$ cat src/rtl/tl_pkg.sv
// Shared types and helpers for the lamp-side traffic-light monitor blocks.
// Latency: none (types, constants and a pure function only).
// Backpressure: none.
package tl_pkg;

  // Displayed phase; the numeric values are what the phase output reports.
  typedef enum logic [1:0] {
    PH_AG = 2'd0,
    PH_AY = 2'd1,
    PH_BG = 2'd2,
    PH_BY = 2'd3
  } phase_e;

  typedef enum logic [1:0] {
    M_INIT  = 2'd0,
    M_RUN   = 2'd1,
    M_FAULT = 2'd2
  } mstate_e;

  localparam logic [2:0] FC_NONE     = 3'd0;
  localparam logic [2:0] FC_ENCODING = 3'd1;
  localparam logic [2:0] FC_CONFLICT = 3'd2;
  localparam logic [2:0] FC_ILLEGAL  = 3'd3;
  localparam logic [2:0] FC_Y_SHORT  = 3'd4;
  localparam logic [2:0] FC_G_SHORT  = 3'd5;

  // The only phase a well-behaved controller may move to from ph.
  function automatic phase_e next_phase(input phase_e ph);
    next_phase = PH_AG;
    case (ph)
      PH_AG: next_phase = PH_AY;
      PH_AY: next_phase = PH_BG;
      PH_BG: next_phase = PH_BY;
      PH_BY: next_phase = PH_AG;
    endcase
  endfunction

endpackage

$ cat src/rtl/tl_conflict_monitor_if.sv
// Lamp drive lines plus monitor status, bundled between controller side and monitor.
// Latency: none (wires only).
// Backpressure: none; lamps are sampled every cycle. Optional fault_count under TL_MON_FAULT_COUNT_EN.
interface tl_conflict_monitor_if;
  logic       Ga, Ya, Ra;
  logic       Gb, Yb, Rb;
  logic       clr_fault;
  logic [1:0] phase;
  logic       phase_valid;
  logic       fault;
  logic [2:0] fault_code;
  logic       flash;
`ifdef TL_MON_FAULT_COUNT_EN
  logic [7:0] fault_count;
`endif

  // Lamp/controller side.
  modport master (
    output Ga, Ya, Ra, Gb, Yb, Rb, clr_fault,
    input  phase, phase_valid, fault, fault_code, flash
`ifdef TL_MON_FAULT_COUNT_EN
    , input fault_count
`endif
  );

  // Monitor side.
  modport slave (
    input  Ga, Ya, Ra, Gb, Yb, Rb, clr_fault,
    output phase, phase_valid, fault, fault_code, flash
`ifdef TL_MON_FAULT_COUNT_EN
    , output fault_count
`endif
  );
endinterface

$ cat src/rtl/tl_lamp_decode.sv
// Combinational decode of the six lamp lines into phase / legal / conflict / all_off.
// Latency: 0 cycles.
// Backpressure: none.
module tl_lamp_decode
  import tl_pkg::*;
(
  input  logic [5:0] lamps_i,     // {Ga, Ya, Ra, Gb, Yb, Rb}
  output phase_e     phase_o,
  output logic       legal_o,
  output logic       conflict_o,
  output logic       all_off_o
);

  logic ga, ya, ra, gb, yb, rb;
  assign {ga, ya, ra, gb, yb, rb} = lamps_i;

  // Only four exact patterns are legal; both-red and every other mix are encoding faults.
  always_comb begin
    phase_o = PH_AG;
    legal_o = 1'b0;
    case (lamps_i)
      6'b100_001: begin phase_o = PH_AG; legal_o = 1'b1; end
      6'b010_001: begin phase_o = PH_AY; legal_o = 1'b1; end
      6'b001_100: begin phase_o = PH_BG; legal_o = 1'b1; end
      6'b001_010: begin phase_o = PH_BY; legal_o = 1'b1; end
      default:    ;
    endcase
  end

  // With red off, any lit lamp on a side is green or yellow, i.e. traffic released.
  assign conflict_o = !ra && !rb && (ga || ya) && (gb || yb);
  assign all_off_o  = (lamps_i == 6'b000_000);

endmodule

$ cat src/rtl/tl_conflict_monitor.sv
// Lamp-side safety monitor: checks encoding, conflicts, phase order and dwell; latches a fault.
// Latency: lamps registered once, status updates on the 2nd rising edge after a pattern appears.
// Backpressure: none; faults hold until clr_fault. Optional fault_count under TL_MON_FAULT_COUNT_EN.
module tl_conflict_monitor
  import tl_pkg::*;
#(
  parameter int MIN_GREEN  = 4,
  parameter int MIN_YELLOW = 2,
  parameter int FLASH_DIV  = 8,
  parameter int CNT_W      = 8
) (
  input logic                 clk,
  input logic                 rst_n,
  tl_conflict_monitor_if.slave bus
);

  logic [5:0]       s_lamps_q;
  phase_e           dec_phase;
  logic             dec_legal, dec_conflict, dec_all_off;

  logic [1:0]       state_q, state_d;
  phase_e           phase_q, phase_d;
  logic [CNT_W-1:0] dwell_q, dwell_d;
  logic [CNT_W-1:0] fcnt_q, fcnt_d;
  logic             first_q, first_d;
  logic             fault_q, fault_d;
  logic [2:0]       code_q, code_d;
  logic             flash_q, flash_d;
  logic             raise;
  logic [2:0]       raise_code;

  // Single input register; every check looks only at this sampled copy.
  always_ff @(posedge clk or negedge rst_n) begin
    if (!rst_n) s_lamps_q <= '0;
    else        s_lamps_q <= {bus.Ga, bus.Ya, bus.Ra, bus.Gb, bus.Yb, bus.Rb};
  end

  tl_lamp_decode u_decode (
    .lamps_i    (s_lamps_q),
    .phase_o    (dec_phase),
    .legal_o    (dec_legal),
    .conflict_o (dec_conflict),
    .all_off_o  (dec_all_off)
  );

  // Next-state: checks are arranged so only the highest-priority code can be raised.
  always_comb begin
    state_d    = state_q;
    phase_d    = phase_q;
    dwell_d    = dwell_q;
    fcnt_d     = fcnt_q;
    first_d    = first_q;
    fault_d    = fault_q;
    code_d     = code_q;
    flash_d    = flash_q;
    raise      = 1'b0;
    raise_code = FC_NONE;
    case (state_q)
      M_INIT: begin
        if (dec_conflict) begin
          raise = 1'b1; raise_code = FC_CONFLICT;
        end else if (!dec_all_off && dec_legal) begin
          // First phase after start-up or clear is accepted without a dwell check.
          state_d = M_RUN;
          phase_d = dec_phase;
          dwell_d = CNT_W'(1);
          first_d = 1'b1;
        end
      end
      M_RUN: begin
        if (dec_conflict) begin
          raise = 1'b1; raise_code = FC_CONFLICT;
        end else if (!dec_legal) begin
          raise = 1'b1; raise_code = FC_ENCODING;
        end else if (dec_phase == phase_q) begin
          if (dwell_q != '1) dwell_d = dwell_q + CNT_W'(1);
        end else if (dec_phase == next_phase(phase_q)) begin
          if (!first_q && (phase_q == PH_AY || phase_q == PH_BY) &&
              dwell_q < CNT_W'(MIN_YELLOW)) begin
            raise = 1'b1; raise_code = FC_Y_SHORT;
          end else if (!first_q && (phase_q == PH_AG || phase_q == PH_BG) &&
                       dwell_q < CNT_W'(MIN_GREEN)) begin
            raise = 1'b1; raise_code = FC_G_SHORT;
          end else begin
            phase_d = dec_phase;
            dwell_d = CNT_W'(1);
            first_d = 1'b0;
          end
        end else begin
          raise = 1'b1; raise_code = FC_ILLEGAL;
        end
      end
      M_FAULT: begin
        if (bus.clr_fault) begin
          state_d = M_INIT;
          phase_d = PH_AG;
          dwell_d = '0;
          fcnt_d  = '0;
          first_d = 1'b0;
          fault_d = 1'b0;
          code_d  = FC_NONE;
          flash_d = 1'b0;
        end else if (fcnt_q >= CNT_W'(FLASH_DIV)) begin
          flash_d = ~flash_q;
          fcnt_d  = CNT_W'(1);
        end else begin
          fcnt_d  = fcnt_q + CNT_W'(1);
        end
      end
      default: state_d = M_INIT;
    endcase
    // Entry cycle counts as the first cycle of the lit flash half-period.
    if (raise) begin
      state_d = M_FAULT;
      fault_d = 1'b1;
      code_d  = raise_code;
      flash_d = 1'b1;
      fcnt_d  = CNT_W'(1);
    end
  end

  // Monitor state registers.
  always_ff @(posedge clk or negedge rst_n) begin
    if (!rst_n) begin
      state_q <= M_INIT;
      phase_q <= PH_AG;
      dwell_q <= '0;
      fcnt_q  <= '0;
      first_q <= 1'b0;
      fault_q <= 1'b0;
      code_q  <= FC_NONE;
      flash_q <= 1'b0;
    end else begin
      state_q <= state_d;
      phase_q <= phase_d;
      dwell_q <= dwell_d;
      fcnt_q  <= fcnt_d;
      first_q <= first_d;
      fault_q <= fault_d;
      code_q  <= code_d;
      flash_q <= flash_d;
    end
  end

  assign bus.phase       = phase_q;
  assign bus.phase_valid = (state_q == M_RUN);
  assign bus.fault       = fault_q;
  assign bus.fault_code  = code_q;
  assign bus.flash       = flash_q;

`ifdef TL_MON_FAULT_COUNT_EN
  logic [7:0] fault_count_q;

  // Lifetime count of fault entries; survives clr_fault, only reset clears it.
  always_ff @(posedge clk or negedge rst_n) begin
    if (!rst_n)                             fault_count_q <= '0;
    else if (raise && fault_count_q != '1)  fault_count_q <= fault_count_q + 8'd1;
  end

  assign bus.fault_count = fault_count_q;
`endif

endmodule

$ cat src/flat_wrapper.sv
// flat-port wrapper written by rule: the top's interface ports become plain ports
module tl_conflict_monitor_flat import tl_pkg::*;
#(
  parameter int MIN_GREEN  = 4,
  parameter int MIN_YELLOW = 2,
  parameter int FLASH_DIV  = 8,
  parameter int CNT_W      = 8
)
  (clk, rst_n, bus_Ga, bus_Ya, bus_Ra, bus_Gb, bus_Yb, bus_Rb, bus_clr_fault, bus_phase, bus_phase_valid, bus_fault, bus_fault_code, bus_flash);
  tl_conflict_monitor_if bus_i ();
  input logic clk;
  input logic rst_n;
  input wire logic [$bits(bus_i.Ga)-1:0] bus_Ga;
  input wire logic [$bits(bus_i.Ya)-1:0] bus_Ya;
  input wire logic [$bits(bus_i.Ra)-1:0] bus_Ra;
  input wire logic [$bits(bus_i.Gb)-1:0] bus_Gb;
  input wire logic [$bits(bus_i.Yb)-1:0] bus_Yb;
  input wire logic [$bits(bus_i.Rb)-1:0] bus_Rb;
  input wire logic [$bits(bus_i.clr_fault)-1:0] bus_clr_fault;
  output wire logic [$bits(bus_i.phase)-1:0] bus_phase;
  output wire logic [$bits(bus_i.phase_valid)-1:0] bus_phase_valid;
  output wire logic [$bits(bus_i.fault)-1:0] bus_fault;
  output wire logic [$bits(bus_i.fault_code)-1:0] bus_fault_code;
  output wire logic [$bits(bus_i.flash)-1:0] bus_flash;
  assign bus_i.Ga = bus_Ga;
  assign bus_i.Ya = bus_Ya;
  assign bus_i.Ra = bus_Ra;
  assign bus_i.Gb = bus_Gb;
  assign bus_i.Yb = bus_Yb;
  assign bus_i.Rb = bus_Rb;
  assign bus_i.clr_fault = bus_clr_fault;
  assign bus_phase = bus_i.phase;
  assign bus_phase_valid = bus_i.phase_valid;
  assign bus_fault = bus_i.fault;
  assign bus_fault_code = bus_i.fault_code;
  assign bus_flash = bus_i.flash;
  tl_conflict_monitor #(.MIN_GREEN(MIN_GREEN), .MIN_YELLOW(MIN_YELLOW), .FLASH_DIV(FLASH_DIV), .CNT_W(CNT_W)) u_core (.clk(clk), .rst_n(rst_n), .bus(bus_i));
endmodule
$ cat config.mk
export PLATFORM = sky130hd
export DESIGN_NAME = tl_conflict_monitor_flat
export DESIGN_NICKNAME = d
export VERILOG_FILES = /design/src/rtl/tl_pkg.sv /design/src/rtl/tl_conflict_monitor_if.sv /design/src/rtl/tl_lamp_decode.sv /design/src/rtl/tl_conflict_monitor.sv /design/src/flat_wrapper.sv
export SDC_FILE = /design/constraint.sdc
export NUM_CORES = 1
export LEC_CHECK = 0
export CORE_MARGIN = 3
export CORE_UTILIZATION = 60
export DETAILED_ROUTE_END_ITERATION = 16
export PLACE_DENSITY = 0.84
export SLEW_MARGIN = 25
export SYNTH_ARGS = -nofsm -noshare
export SYNTH_HDL_FRONTEND = slang
export SYNTH_SLANG_ARGS = --single-unit
$ cat constraint.sdc
create_clock -name clk -period 5.8 [get_ports clk]
set_input_delay 0.58 -clock clk [delete_from_list [all_inputs] [get_ports clk]]
set_output_delay 0.58 -clock clk [all_outputs]
set_load 0.01 [all_outputs]
==> impl_metrics.json, run 1 <==
{
  "syn_inst": 177,
  "peakVddDrop_uv": 261,
  "area_delta_synth_final_pct": 13.9,
  "ys_seq_area_share_pct": 43.1,
  "syn_area_per_cell_sq_um": 10.5,
  "fin_util_pct": 74.2,
  "ys_ff_latch": 32,
  "ctsHtreeMaxLevel": 2,
  "synth_top_area_cell": "dfrtp_1",
  "numCtsBuffers": 5,
  "grt_pass1_wl_mm": 6.31,
  "clkLatencyLatePin_ps": 340,
  "place_hpwl_mm": 2.83,
  "ys_top_cells_by_area": "dfrtp_1, ha_1, a31oi_1",
  "critical_path_required_ps": 5220,
  "hold_path.class": "reg -> reg",
  "drive_above_1_share_pct": 15.5,
  "gp_congestion": 0.883,
  "timing.hold.ws_ps": 485,
  "setup_tns_ps": 0,
  "grt_max_degree": 33,
  "clk_path_buf_depth": 2,
  "worstSetupStartpoint": "u_core.state_q[1]",
  "hold_buffers": 0,
  "period_minus_slack_ps": 2620,
  "die_y_um": 61.6,
  "grt_use_total_pct": 22.9,
  "cts_tree": "done",
  "rows": 19,
  "drv_cap": 0,
  "cts_setup_buffers": 0,
  "p_leak_nw": 0.986,
  "hold_viol": 0,
  "vias": 1453,
  "slew_viol_final": 0,
  "powerDensity_mw_per_mm2": 356,
  "cp.arrival_ps": 2040,
  "start_util_pct": 65.1,
  "ant_nets": 0,
  "grt_setup_unrepaired": "false",
  "die_area_sq_mm": 0.00380,
  "max_slew_margin_pct": 50.7,
  "numPortBuffers": 16,
  "setup_violations": 0,
  "cts_root_buf": "clkbuf_4",
  "viasPerCell": 6.29,
  "synthesis.nets": 197,
  "yosysWarnings": 0,
  "critPathLaunchType": "flip-flop",
  "ys_async_sr_fraction_pct": 100,
  "wl_per_cell_um": 16.4,
  "period_share_pct": 45.1,
  "ios": 17,
  "end_kind": "output port",
  "first_global_vias": 1426,
  "grt_overflow": 0,
  "timing.fmax_mhz": 382,
  "clock-sinks": 32,
  "worstMarginPinSlew_ps": 734,
  "synth-main-ff-cell": "dfrtp_1",
  "dieWidth_um": 61.6,
  "r2r_start": "u_core.state_q[1]",
  "core_area_sq_mm": 0.00285,
  "path_clk_slew_ps": 100,
  "syn_area_sq_mm": 0.00186,
  "wirelength_mm": 3.78,
  "final.setup_skew_ps": 7.98,
  "worst_slack_ps": 3180,
  "antenna_found_initial": 0,
  "dr.pass1.iters": 4,
  "synth_cell_types": 50,
  "drt-initial-drc-count": 109,
  "path_class": "reg -> out",
  "status": "completed",
  "cts-resized-gates": 0,
  "yosys.area.top_type_share_pct": 43.1,
  "num_antenna_cells": 0,
  "synth-edff-count": 0,
  "nets": 219,
  "drc": 0,
  "crit_path_max_fanout": 14,
  "preCtsSetupSlack_ps": 3260,
  "holdCritStartpoint": "u_core.bus.fault"
}
logic make-up after synthesis:
| group | Yosys count | share of synthesized area, % |
|---|---|---|
| buffers and inverters | 12 | 2.49 |
| DFF | 32 | 43.1 |
| and+or+nand+nor | 67 | 21.5 |
| AOI/OAI and AO/OA | 41 | 16.8 |
| muxes | 6 | 3.64 |
| adders and majority gates | 11 | 7.41 |
| xor gates and xnor gates | 8 | 4.99 |
flip-flops by register name, summed over array words and instances (netlist names):
name / count
u_core.bus.flash: 1
u_core.dwell_q: 8
u_core.bus.fault: 1
u_core.fcnt_q: 8
u_core.bus.fault_code: 3
u_core.first_q: 1
u_core.s_lamps_q: 6
u_core.bus.phase: 2
u_core.state_q: 2
metal layers:
metal / global-route usage (%) / routed length, um / vias to the layer above
li1: - / - / 695
met3: 4.40 / 226 / 10
met1: 28.4 / 1620 / 699
met2: 37.4 / 1880 / 49
met5: 0 / 0 / -
met4: 12.4 / 55 / 0
path summary, 6_finish.rpt:
check | to | slack (ps) | depth (start not counted)
worst min-delay path | u_core.bus.fault | 480 | 1
worst max register to register | u_core.dwell_q[6] | 3220 | 7
worst min register to register | u_core.bus.fault | 480 | 1
max in group asynchronous | u_core.first_q | 4880 | 2
worst max-delay path | bus_phase_valid | 3180 | 3
min in group asynchronous | u_core.fcnt_q[2] | 620 | 2
cell type report:
class / instances / area [sq um]
multi-input cells: 133 / 1010
flip-flops and latches: 32 / 801
fillers: 200 / 737
repair buffers: 17 / 168
clock buffers: 6 / 51.3
well taps: 31 / 38.8
inverters: 10 / 37.5
clock inverters: 2 / 10.0
cells in the mapped netlist, drive strengths merged (6+ instances only):
| cell type | n |
|---|---|
| a31oi | 11 |
| xnor2 | 6 |
| dfrtp | 32 |
| nand2b | 6 |
| nand2 | 15 |
| nor2 | 13 |
| ha | 11 |
| a21oi | 8 |
| and3 | 8 |
| inv | 10 |
| o21ai | 6 |
worst max-delay path, cell delays in order (launching register included):
cell	delay [ps]
dfrtp_1	420
inv_1	110
ha_1	530
clkdlybuf4s50_1	650
per-stage QoR:
step / area [sq um] / cells / power, mW
global placement: 2050 / 223 / 0.607
floorplan: 1860 / 177 / 0.522
CTS: 2120 / 231 / 0.755
finish: 2120 / 231 / 0.753
global route: 2120 / 231 / 0.804
detailed placement: 2050 / 223 / 0.619
report_power, final:
group | leakage, nW | internal, mW | switching (mW)
combinational | 0.532 | 0.143 | 0.180
clock | 0.0380 | 0.0576 | 0.0764
sequential | 0.416 | 0.263 | 0.0340
cells in the final DEF (no fill, tap or decap), types with 6 or more instances in the layout:
master,instances
dfrtp_1,32
clkdlybuf4s50_1,16
nand2_1,14
nor2_1,13
a31oi_1,11
ha_1,11
inv_1,10
a21oi_1,7
and3_1,6
nand2b_1,6
(Power assumes the default switching activity.)
==> inputs of run 2 (changes only) <==
--- a/config.mk
+++ b/config.mk
@@ -6,9 +6,9 @@
 export NUM_CORES = 1
 export LEC_CHECK = 0
 export CORE_MARGIN = 3
-export CORE_UTILIZATION = 60
+export CORE_UTILIZATION = 51
 export DETAILED_ROUTE_END_ITERATION = 16
-export PLACE_DENSITY = 0.84
+export PLACE_DENSITY = 0.76
 export SLEW_MARGIN = 25
 export SYNTH_ARGS = -nofsm -noshare
 export SYNTH_HDL_FRONTEND = slang
==> constraint.sdc (replaced) <==
create_clock -name clk -period 2.3 [get_ports clk]
set_input_delay 0.23 -clock clk [delete_from_list [all_inputs] [get_ports clk]]
set_output_delay 0.23 -clock clk [all_outputs]
set_load 0.01 [all_outputs]
==> run 2 against run 1 <==
  * Hold slack worse by 220 ps
  * Clock power rose to 3.3 times the previous value
  * Sequential power rose to 2.5 times the previous value
  * Setup slack worse by 3100 ps
  * Non-clock buffer count up 14
  * Critical path depth up 3
  * Cell count up 13%
  * Critical endpoint is now u_core.bus.fault_code[2]
==> impl_metrics.json, run 2 (synthesized netlist as in run 1, its figures left out) <==
{
  "vias": 1502,
  "drc": 0,
  "final_cell_mix": "dfrtp_1, clkdlybuf4s50_1, nand2_1, buf_4, nor2_1",
  "setup_violations": 0,
  "period_minus_slack_ps": 2230,
  "cp.arrival_ps": 2490,
  "final_cell_area_sq_mm": 0.00233,
  "placed_cells": 249,
  "grt_pass1_wl_mm": 7.13,
  "layout_commonest_cell": "dfrtp_1",
  "ctsHtreeMaxLevel": 2,
  "status": "completed",
  "clk_path_buf_depth": 2,
  "wl_per_cell_um": 16.0,
  "dr.pass1.iters": 4,
  "clock-sinks": 32,
  "grt_overflow": 0,
  "drt-initial-drc-count": 92,
  "hold_buffers": 0,
  "grt_setup_unrepaired": "true",
  "max_slew_margin_pct": 58.0,
  "numCtsBuffers": 5,
  "intPower_mw": 1.35,
  "viasPerCell": 5.78,
  "ios": 17,
  "dieWidth_um": 66.3,
  "cts_root_buf": "clkbuf_4",
  "end_kind": "flip-flop",
  "final_cells": 260,
  "power.clock.fraction_pct": 20.6,
  "path_clk_slew_ps": 110,
  "final.setup_skew_ps": 7.54,
  "p_leak_nw": 1.08,
  "rows": 21,
  "start_util_pct": 54.4,
  "cts_tree": "done",
  "area_delta_synth_final_pct": 25.4,
  "p_sw_share_pct": 37.3,
  "num_antenna_cells": 0,
  "critical_path_required_ps": 2550,
  "switchingPower_uw": 804,
  "hold_path.class": "in -> async",
  "drv_cap": 0,
  "reg_top3": "u_core.dwell_q (8), u_core.fcnt_q (8), u_core.s_lamps_q (6)",
  "nFillCells": 274,
  "p_comb_share_pct": 45.0,
  "first_global_vias": 1531,
  "powerDensity_mw_per_mm2": 926,
  "numPortBuffers": 16,
  "timing.fmax_mhz": 448,
  "path_class": "reg -> reg",
  "core_area_sq_mm": 0.00342,
  "wirelength_mm": 4.17,
  "die_area_sq_mm": 0.00440,
  "reg2reg_slack_ps": 70,
  "worstMarginPinSlew_ps": 625,
  "period_share_pct": 97.1,
  "crit_path_max_fanout": 8,
  "ant_nets": 0,
  "gp_congestion": 0.940,
  "drive_above_1_share_pct": 24.8,
  "slew_viol_final": 0,
  "grt_use_total_pct": 21.9,
  "rr_endpoint": "u_core.bus.fault_code[2]",
  "hold_viol": 0,
  "power_frac_seq_pct": 34.5,
  "place_hpwl_mm": 2.90,
  "die_y_um": 66.3,
  "antenna_found_initial": 0,
  "placed_area_sq_mm": 0.00216,
  "clkLatencyLatePin_ps": 350,
  "endpoint": "u_core.bus.fault_code[2]",
  "nets": 233,
  "r2r_start": "u_core.dwell_q[5]",
  "critPathLaunchType": "flip-flop",
  "grt_max_degree": 33,
  "peakVddDrop_uv": 485,
  "worstSetupStartpoint": "u_core.dwell_q[5]",
  "rr_worst_depth": 6,
  "setup_tns_ps": 0
}
## run 2: changes by cell type in the layout (fill, tap and decap cells not counted), sizes merged
cell      change
buf          +14
bufinv        +1
clkbuf        -1
clkinv        -1
clkinvlp      +1
## run 2: critical path: stages, from the launching register on
cell and delay [ps]:
dfrtp_1 440, or4_4 570, nor4_4 200, nand2_2 140
a32oi_4 330, a21oi_2 170, a32o_1 270
## run 2: metrics by stage
step                hold slack, ps  worst slack (ps)  utilization [%]  power (mW)
global placement               468              20.6             63.1        1.58
floorplan                    -65.6              40.4                -        1.32
detailed placement             467             -24.3             63.1        1.62
global route                   279             -28.9             68.2        2.30
CTS                            269             0.707             66.0        2.08
finish                         265              66.4             68.2        2.16
## run 2: layout make-up
class | count | area (sq um) | share of cell area, %
Multi-Input combinational cell | 133 | 1070 | 46.2
Sequential cell | 32 | 802 | 34.4
Timing Repair Buffer | 31 | 277 | 11.9
Tap cell | 46 | 57.6 | 2.47
Clock inverter | 3 | 42.5 | 1.83
Clock buffer | 5 | 37.5 | 1.61
Inverter | 10 | 37.5 | 1.61
## run 2: power groups by stage
stage	Combinational, mW	Clock [mW]	Sequential (mW)
after floorplan	0.559	0	0.757
after global placement	0.835	0	0.747
after detailed placement	0.865	0	0.753
after CTS	0.884	0.453	0.743
after global routing	1.06	0.480	0.760
final	0.970	0.443	0.743
## run 2: what timing repair did
action                     CTS  global route
gates resized for setup      2            10
buffers inserted             0             3
setup endpoints to repair    9            15
pin swaps                    0             7
## run 2: metal layers
layer  wire length [um]  part of all wire, %  track usage (%)
met5                  0                    0                0
met4                 72                  1.7             9.90
met3                186                  4.5             5.78
met2               2080                   50             34.4
met1               1830                   44             27.9
## run 2: how the worst min path moves through the flow
stage                               end  slack [ps]  cells past startpoint
3_5_place_dp           u_core.bus.fault         470                      1
4_1_cts        u_core.bus.fault_code[2]         270                      2
6_report       u_core.bus.fault_code[1]         260                      2
2_1_floorplan          u_core.bus.fault         -70                      0
3_3_place_gp           u_core.bus.fault         470                      1
5_1_grt        u_core.bus.fault_code[2]         280                      2
